[src/rtl/data_mem_arbiter.sv]
// rtl/data_mem_arbiter.sv - round-robin two-master arbiter for the 64-bit data memory with sub-word RMW
module data_mem_arbiter #(
    parameter int data_size    = 64,
    parameter int address_size = 11
) (
    input  logic                      clk,
    input  logic                      rst,
    input  logic                      m0_stb,
    input  logic [address_size+2:0]   m0_adr,
    input  logic                      m0_we,
    input  logic [3:0]                m0_ww,
    input  logic [data_size-1:0]      m0_dat_w,
    output logic [data_size-1:0]      m0_dat_r,
    output logic                      m0_ack,
    output logic                      m0_err,
    input  logic                      m1_stb,
    input  logic [address_size+2:0]   m1_adr,
    input  logic                      m1_we,
    input  logic [3:0]                m1_ww,
    input  logic [data_size-1:0]      m1_dat_w,
    output logic [data_size-1:0]      m1_dat_r,
    output logic                      m1_ack,
    output logic                      m1_err,
    output logic                      mem_stb,
    output logic [address_size-1:0]   mem_adr,
    output logic                      mem_we,
    output logic [3:0]                mem_ww,
    output logic [data_size-1:0]      mem_dat_w,
    input  logic [data_size-1:0]      mem_dat_r
);
    localparam int AW = address_size + 3;

    typedef enum logic [1:0] {IDLE, RD, WR, ACK} state_t;
    state_t state, state_n;

    logic                 last_grant, gnt;
    logic [AW-1:0]        l_adr;
    logic                 l_we;
    logic [3:0]           l_ww;
    logic [data_size-1:0] wdata;

    // Grant selection: lone requester wins, contest goes to the one not served last.
    logic                 req_any, pick, sel_we, sel_bad;
    logic [AW-1:0]        sel_adr;
    logic [3:0]           sel_ww;
    logic [data_size-1:0] sel_dat;

    assign req_any = m0_stb | m1_stb;
    assign pick    = (m0_stb && m1_stb) ? ~last_grant : m1_stb;
    assign sel_adr = pick ? m1_adr   : m0_adr;
    assign sel_we  = pick ? m1_we    : m0_we;
    assign sel_ww  = pick ? m1_ww    : m0_ww;
    assign sel_dat = pick ? m1_dat_w : m0_dat_w;

    always_comb begin
        sel_bad = 1'b0;
        case (sel_ww)
            4'b0001: sel_bad = 1'b0;
            4'b0010: sel_bad = sel_adr[0];
            4'b0100: sel_bad = |sel_adr[1:0];
            4'b1000: sel_bad = |sel_adr[2:0];
            default: sel_bad = 1'b1;
        endcase
    end

    // Byte-lane masks for the latched request.
    logic [7:0]           size_bm, lane_bm;
    logic [5:0]           shamt;
    logic [data_size-1:0] size_mask, lane_mask, merged, load_data;

    always_comb begin
        case (l_ww)
            4'b0001: size_bm = 8'h01;
            4'b0010: size_bm = 8'h03;
            4'b0100: size_bm = 8'h0f;
            default: size_bm = 8'hff;
        endcase
        lane_bm   = size_bm << l_adr[2:0];
        size_mask = '0;
        lane_mask = '0;
        for (int i = 0; i < 8; i++) begin
            size_mask[8*i +: 8] = {8{size_bm[i]}};
            lane_mask[8*i +: 8] = {8{lane_bm[i]}};
        end
    end

    assign shamt     = {l_adr[2:0], 3'b000};
    assign merged    = (mem_dat_r & ~lane_mask) | ((wdata << shamt) & lane_mask);
    assign load_data = (mem_dat_r >> shamt) & size_mask;

    always_ff @(posedge clk or posedge rst) begin
        if (rst) state <= IDLE;
        else     state <= state_n;
    end

    always_comb begin
        state_n   = state;
        mem_stb   = 1'b0;
        mem_we    = 1'b0;
        mem_dat_w = '0;
        case (state)
            IDLE: begin
                if (req_any) begin
                    if (sel_bad)                          state_n = ACK;
                    else if (sel_we && sel_ww == 4'b1000) state_n = WR;
                    else                                  state_n = RD;
                end
            end
            RD: begin
                mem_stb = 1'b1;
                state_n = l_we ? WR : ACK;
            end
            WR: begin
                mem_stb   = 1'b1;
                mem_we    = 1'b1;
                mem_dat_w = wdata;
                state_n   = ACK;
            end
            default: state_n = IDLE;
        endcase
    end

    assign mem_adr = l_adr[AW-1:3];
    assign mem_ww  = 4'b1000;

    // Completion is registered so ack/err/dat_r are high for exactly the ACK cycle.
    logic                 fin, fin_who, fin_err;
    logic [data_size-1:0] fin_dat;

    assign fin     = (state == IDLE && req_any && sel_bad) || (state == RD && !l_we) || (state == WR);
    assign fin_who = (state == IDLE) ? pick : gnt;
    assign fin_err = (state == IDLE);
    assign fin_dat = (state == RD) ? load_data : '0;

    always_ff @(posedge clk or posedge rst) begin
        if (rst) begin
            last_grant <= 1'b1;
            gnt        <= 1'b0;
            l_adr      <= '0;
            l_we       <= 1'b0;
            l_ww       <= '0;
            wdata      <= '0;
            m0_ack     <= 1'b0;
            m1_ack     <= 1'b0;
            m0_err     <= 1'b0;
            m1_err     <= 1'b0;
            m0_dat_r   <= '0;
            m1_dat_r   <= '0;
        end else begin
            m0_ack   <= fin && !fin_who;
            m1_ack   <= fin && fin_who;
            m0_err   <= fin && !fin_who && fin_err;
            m1_err   <= fin && fin_who && fin_err;
            m0_dat_r <= (fin && !fin_who) ? fin_dat : '0;
            m1_dat_r <= (fin && fin_who) ? fin_dat : '0;
            if (state == IDLE && req_any) begin
                gnt        <= pick;
                last_grant <= pick;
                l_adr      <= sel_adr;
                l_we       <= sel_we;
                l_ww       <= sel_ww;
                wdata      <= sel_dat;
            end else if (state == RD && l_we) begin
                wdata      <= merged;
            end
        end
    end
endmodule

[config.mk]
export PLATFORM = sky130hd
export DESIGN_NAME = data_mem_arbiter
export DESIGN_NICKNAME = d
export VERILOG_FILES = /design/src/rtl/data_mem_arbiter.sv
export SDC_FILE = /design/constraint.sdc
export NUM_CORES = 1
export LEC_CHECK = 0
export ABC_AREA = 1
export ABC_CLOCK_PERIOD_IN_PS = 8200
export CORE_MARGIN = 3
export CORE_UTILIZATION = 47
export DETAILED_ROUTE_END_ITERATION = 8
export PLACE_DENSITY = 0.82
export SLEW_MARGIN = 25
export SYNTH_ARGS = -nofsm -noshare
export SYNTH_HDL_FRONTEND = slang
export SYNTH_SLANG_ARGS = --single-unit
[constraint.sdc]
create_clock -name clk -period 8.2 [get_ports clk]
set_input_delay 1.23 -clock clk [delete_from_list [all_inputs] [get_ports clk]]
set_output_delay 1.23 -clock clk [all_outputs]
set_load 0.01 [all_outputs]
Word level (Yosys, flattened, before mapping)
Index checks and enable logic that the tools add are counted.
{"block": "op_classes", "addsub": 0, "n_mul": 0, "div": 0, "order_cmp": 0, "n_eq_ne": 10, "shifts": 3, "mux": 21, "bitwise_logic": 7, "n_reduce_logical": 19}
{"op": "$mux 64", "count": 7}
{"op": "$and 64x64->64", "count": 3}
{"op": "$not 64->64", "count": 1}
{"op": "$or 64x64->64", "count": 1}
{"op": "$shl 64x6->64", "count": 1}
{"op": "$shr 64x6->64", "count": 1}
{"op": "$pmux 8 s3", "count": 1}
{"op": "$mux 14", "count": 1}
{"op": "$logic_and 1x1->1", "count": 10}
{"op": "$eq 4x1->1 const B", "count": 2}
{"op": "$eq 4x2->1 const B", "count": 2}
{"op": "$eq 4x3->1 const B", "count": 2}
{"op": "$shl 8x3->8", "count": 1}
{"op": "$mux 1", "count": 6}
{"op": "$mux 2", "count": 3}
{"op": "$pmux 2 s3", "count": 1}
{"op": "$eq 4x4->1 const B", "count": 1}
{"op": "$mux 4", "count": 1}
{"op": "$pmux 1 s4", "count": 1}
{"op": "$reduce_or 2->1", "count": 2}
{"op": "$reduce_or 3->1", "count": 1}
{"op": "$eq 2x1->1 const B", "count": 1}
{"op": "$eq 2x2->1 const B", "count": 1}
{"op": "$logic_not 1->1", "count": 2}
{"op": "other kinds (6)", "count": 7}
{"block": "word_totals", "regBits": 219, "latch_bits": 0, "ramBits": 0, "mem_bits_ro": 0, "output_inout_bits": 213, "elab_cells": 73, "memories": 0}

Depth between registers and ports, before layout
{"block": "depth", "depth_word": 10, "mapped_depth": 16}

Worst setup path before layout
No wires, ideal clock.
{"block": "synth_path", "path_kind": "register -> output", "from": "register state[0]", "to": "output port mem_dat_w[10]", "arrival_time_ns": 1.421, "t_required_ns": 6.970, "path_slack_ns": 5.549, "path_stages_with_launch": 7, "path_cell_list": "dfrtp_1 inv_1 ha_1 clkbuf_1 clkbuf_1 nand2_1 inv_1"}
{"block": "synth_via", "elab_chain_len": 2}
{"element": "start: declaration", "line": "34", "text": "state_t state, state_n;"}
{"element": "start signal: assignment", "line": "93", "text": "else state <= state_n;"}
{"element": "$eq 2x2->1", "line": "101", "text": "case (state)"}
{"element": "$mux 64", "line": "101"}
{"element": "end: declaration", "line": "28", "text": "output logic [data_size-1:0] mem_dat_w,"}
Every way passes these cells.

Final worst setup path
{"block": "layout_path", "from": "register l_adr[2]", "to": "register wdata[10]"}
{"block": "layout_via", "elab_chain_len": 6}
{"element": "start: declaration", "line": "37", "text": "logic [AW-1:0] l_adr;"}
{"element": "start signal: assignment", "line": "159", "text": "l_adr <= sel_adr;"}
{"element": "branches (longest 3 deep; another with $shl 64x6->64)"}
{"element": "$or 64x64->64 *", "line": "88", "text": "assign merged = (mem_dat_r & ~lane_mask) | ((wdata << shamt) & lane_mask);"}
{"element": "$mux 64 *", "line": "163", "text": "end else if (state == RD && l_we) begin"}
{"element": "$mux 64 *", "line": "156", "text": "if (state == IDLE && req_any) begin"}
{"element": "end signal: assignment", "line": "162", "text": "wdata <= sel_dat;"}
{"element": "end signal: assignment", "line": "164", "text": "wdata <= merged;"}
{"element": "end: declaration", "line": "40", "text": "logic [data_size-1:0] wdata;"}
Every way passes the cells marked *. The select of a mux whose other input is x is not followed.
A chain may end at the register's enable or synchronous reset.

==> run summary <==
### Global route
* **vias in the first global route** 14900
* **GRT Total Usage** 0.372
* **largest net degree at the start of global routing** 94
* **number of antenna violations at the first check in global routing** 5
* **overflow left after global routing** 0
* **wire length of the first global-routing pass** 87.5 mm

### Final layout
* **number of nets in the layout** 2596
* **ratio of cells with drive above 1 in the final layout** 0.0421
* **Filler cells** 2469
* **layout overhead on the synthesized area** 38.6%

### Synth
* **library cell occupying the most area in the post-synthesis netlist** sky130_fd_sc_hd__dfrtp_1
* **leading cell type by number of instances after synthesis** sky130_fd_sc_hd__nand2_1
* **top flip-flop cell by instance count after synthesis** sky130_fd_sc_hd__dfrtp_1
* **post-synth top area share** 0.409
* **Mapped Area** 0.0133 mm2
* **register bit total from synthesis** 219
* **share of synthesized registers carrying an async set or reset** 1.00
* **part of the Yosys area used for sequential elements** 0.411
* **largest cells by area after synthesis** sky130_fd_sc_hd__dfrtp_1 (41%), sky130_fd_sc_hd__nand2_1 (19%), sky130_fd_sc_hd__nor2_1 (7.6%)
* **Post-synth EDFFs** 0
* **number of distinct library cells after synthesis** 37
* **most used standard cells in the synthesized netlist** sky130_fd_sc_hd__nand2_1 (671), sky130_fd_sc_hd__nor2_1 (270), sky130_fd_sc_hd__dfrtp_1 (218)
* **count of warnings emitted by yosys** 0
* **synthesized netlist cell count** 2012
* **mean instance size in the synthesized netlist** 6.63 um2

### Clock tree
* **TritonCTS Buffers** 22
* **number of H-tree levels** 1
* **clk root buf** sky130_fd_sc_hd__clkbuf_16
* **Reg clk slew, reported paths** 0.06 ns
* **number of buffers added for setup after CTS** 0
* **TritonCTS clock tree** built
* **Clock Path Buffers** 3
* **insertion delay of the later-clocked pin in the worst-skew pair** 0.55 ns
* **clock sink count** 219
* **Post-CTS Hold Buffers** 0
* **number of instances resized during post-cts repair** 0

### Timing
* **period utilization** 0.594
* **Final setup violation count** 0
* **unrepaired setup endpoints after global routing** no
* **Final min period** 4.87 ns
* **Setup TNS Final** 0 ns
* **worst hold margin** 0.483 ns
* **Final Hold Fails** 0
* **worst slew margin relative to its limit** 0.225
* **actual transition at the worst max-transition pin** 1.16 ns
* **final setup skew** 0.0197 ns
* **Slew Limit Fails** 0
* **highest clock frequency the design can meet** 205 MHz

### Routing
* **average wire length per cell after detail routing** 21.4 um
* **DRC violation count after routing** 0
* **vias after detailed routing** 15400
* **ratio of routed vias to standard cells** 5.59
* **DRT antenna net count** 0
* **wire length reported by the detailed router** 59.0 mm
* **total iterations of the first detailed-routing run** 8
* **number of DRC violations after detailed-routing iteration 0** 1735

### Power and ir drop
* **Power Density** 379 mW/mm2
* **worst supply voltage drop on vdd** 247 uV
* **Static Leak** 0.00888 uW

### Setup path
* **R2R setup slack** 3.33 ns
* **critical path type** flop to flop
* **startpoint type of the worst setup path** flop
* **critical path arrival** 5.30 ns
* **peak per-stage delay on the critical path** 1.24 ns
* **Data required, critical path** 8.62 ns
* **largest fanout on the critical path** 32
* **Crit. End Element** flop
* **cell-by-cell listing of the critical path** buf_4, clkinv_1, nand2_1, inv_1, nand2_1, inv_1, nor2_1, o22ai_1, mux2_2
* **cell type of the slowest stage on the worst timing path** sky130_fd_sc_hd__nand2_1

### Job
* **max_cap viols** 0

### Placed design
* **global placer's final weighted congestion** 1.01
* **# port buffers** 442
* **hpwl dp** 44.7 mm

### Floorplan
* **Core Area** 0.0279 mm2
* **overall die height** 174 um
* **I/O pins** 447
* **die area** 0.0304 mm2
* **Rows** 61
* **Initial Utilization** 0.479
* **horizontal die dimension** 174 um

### Outcome
* **result of the run** finished clean

### Hold path
* **kind of path behind the tightest hold check** flop to flop

-- cells by family after synthesis --
| group | after synthesis | share of synthesized area |
|---|---|---|
| flops | 219 | 0.411 |
| compound gates | 331 | 0.139 |
| buf+inv | 335 | 0.107 |
| other cells | 2 | 0.000563 |
| simple gates | 1117 | 0.336 |
| mux | 4 | 0.00328 |
| fa+ha+maj | 4 | 0.00375 |
-- final cells by class --
| type | count | area [um2] | share of cell area |
|---|---|---|---|
| sequential | 219 | 5490 | 0.297 |
| multi-input combinational | 1460 | 6460 | 0.349 |
| antenna | 6 | 15.0 | 0.000812 |
| inverter | 195 | 739 | 0.0400 |
| timing repair buffer | 460 | 4580 | 0.248 |
| clock inverter | 9 | 116 | 0.00629 |
| tap | 378 | 473 | 0.0256 |
| clock buffer | 30 | 621 | 0.0336 |
-- state kept, by name, summed over array words and instances (netlist names), named ones only --
register,cells
m0_dat_r,64
state,2
m1_ack,1
m0_ack,1
wdata,48
last_grant,1
m0_err,1
gnt,1
m1_dat_r,64
l_we,1
l_adr,14
m1_err,1
l_ww,4
-- routing by layer --
layer	track usage	share of wire
met4	0.174	0.051
met5	0	0
met1	0.458	0.37
met3	0.0806	0.10
met2	0.625	0.48
-- report_power, final --
| part | switching, uW | total [uW] | internal, uW |
|---|---|---|---|
| logic | 2900 | 4320 | 1420 |
| clock network | 459 | 1030 | 570 |
| registers | 271 | 1650 | 1380 |
-- worst paths after layout --
kind / start / endpoint / cells past startpoint
setup / recovery: l_adr[2]$_DFFE_PP0P_ / wdata[10]$_DFFE_PP0P_ / 9
hold / removal: l_adr[11]$_DFFE_PP0P_ / l_adr[11]$_DFFE_PP0P_ / 2
setup reg to reg: l_adr[2]$_DFFE_PP0P_ / wdata[10]$_DFFE_PP0P_ / 9
hold reg to reg: l_adr[11]$_DFFE_PP0P_ / l_adr[11]$_DFFE_PP0P_ / 2
max in group asynchronous: rst / wdata[44]$_DFFE_PP0P_ / 3
min in group asynchronous: rst / m1_dat_r[59]$_DFF_PP0_ / 2
-- worst max-delay path: cells and delay by family (launching register included) --
kind            cells  cell delay [ns]
mux                 1             0.27
buf+inv             4             2.13
simple gates        3             1.90
flops               1             0.32
compound gates      1             0.09
-- placed cells by master (no fill, tap or decap), types with 7 or more instances in the layout --
master and n:
sky130_fd_sc_hd__clkdlybuf4s50_1 442, sky130_fd_sc_hd__o21ai_0 188, sky130_fd_sc_hd__o211ai_1 21, sky130_fd_sc_hd__inv_1 184, sky130_fd_sc_hd__clkbuf_16 22, sky130_fd_sc_hd__nand2_1 668, sky130_fd_sc_hd__nand4_1 8, sky130_fd_sc_hd__or2_2 14
sky130_fd_sc_hd__buf_4 17, sky130_fd_sc_hd__a21oi_1 58, sky130_fd_sc_hd__nand3_1 139, sky130_fd_sc_hd__o22ai_1 32, sky130_fd_sc_hd__a31o_2 7, sky130_fd_sc_hd__dfrtp_1 216, sky130_fd_sc_hd__nand3b_1 9, sky130_fd_sc_hd__nor2_1 269
sky130_fd_sc_hd__o2111ai_1 8
-- per-stage QoR --
step / std cells / power, uW / worst slack [ns] / util / area, um2
after floorplan: 2014 / 4240 / 0.979 / - / 13300
after global placement: 2711 / 5820 / 3.95 / 0.635 / 17700
after detailed placement: 2711 / 5860 / 3.76 / 0.636 / 17700
after CTS: 2750 / 6900 / 3.94 / 0.662 / 18400
after global routing: 2756 / 7410 / 3.20 / 0.664 / 18500
final: 2757 / 7000 / 3.33 / 0.664 / 18500
Power figures use the tool's default switching activity.
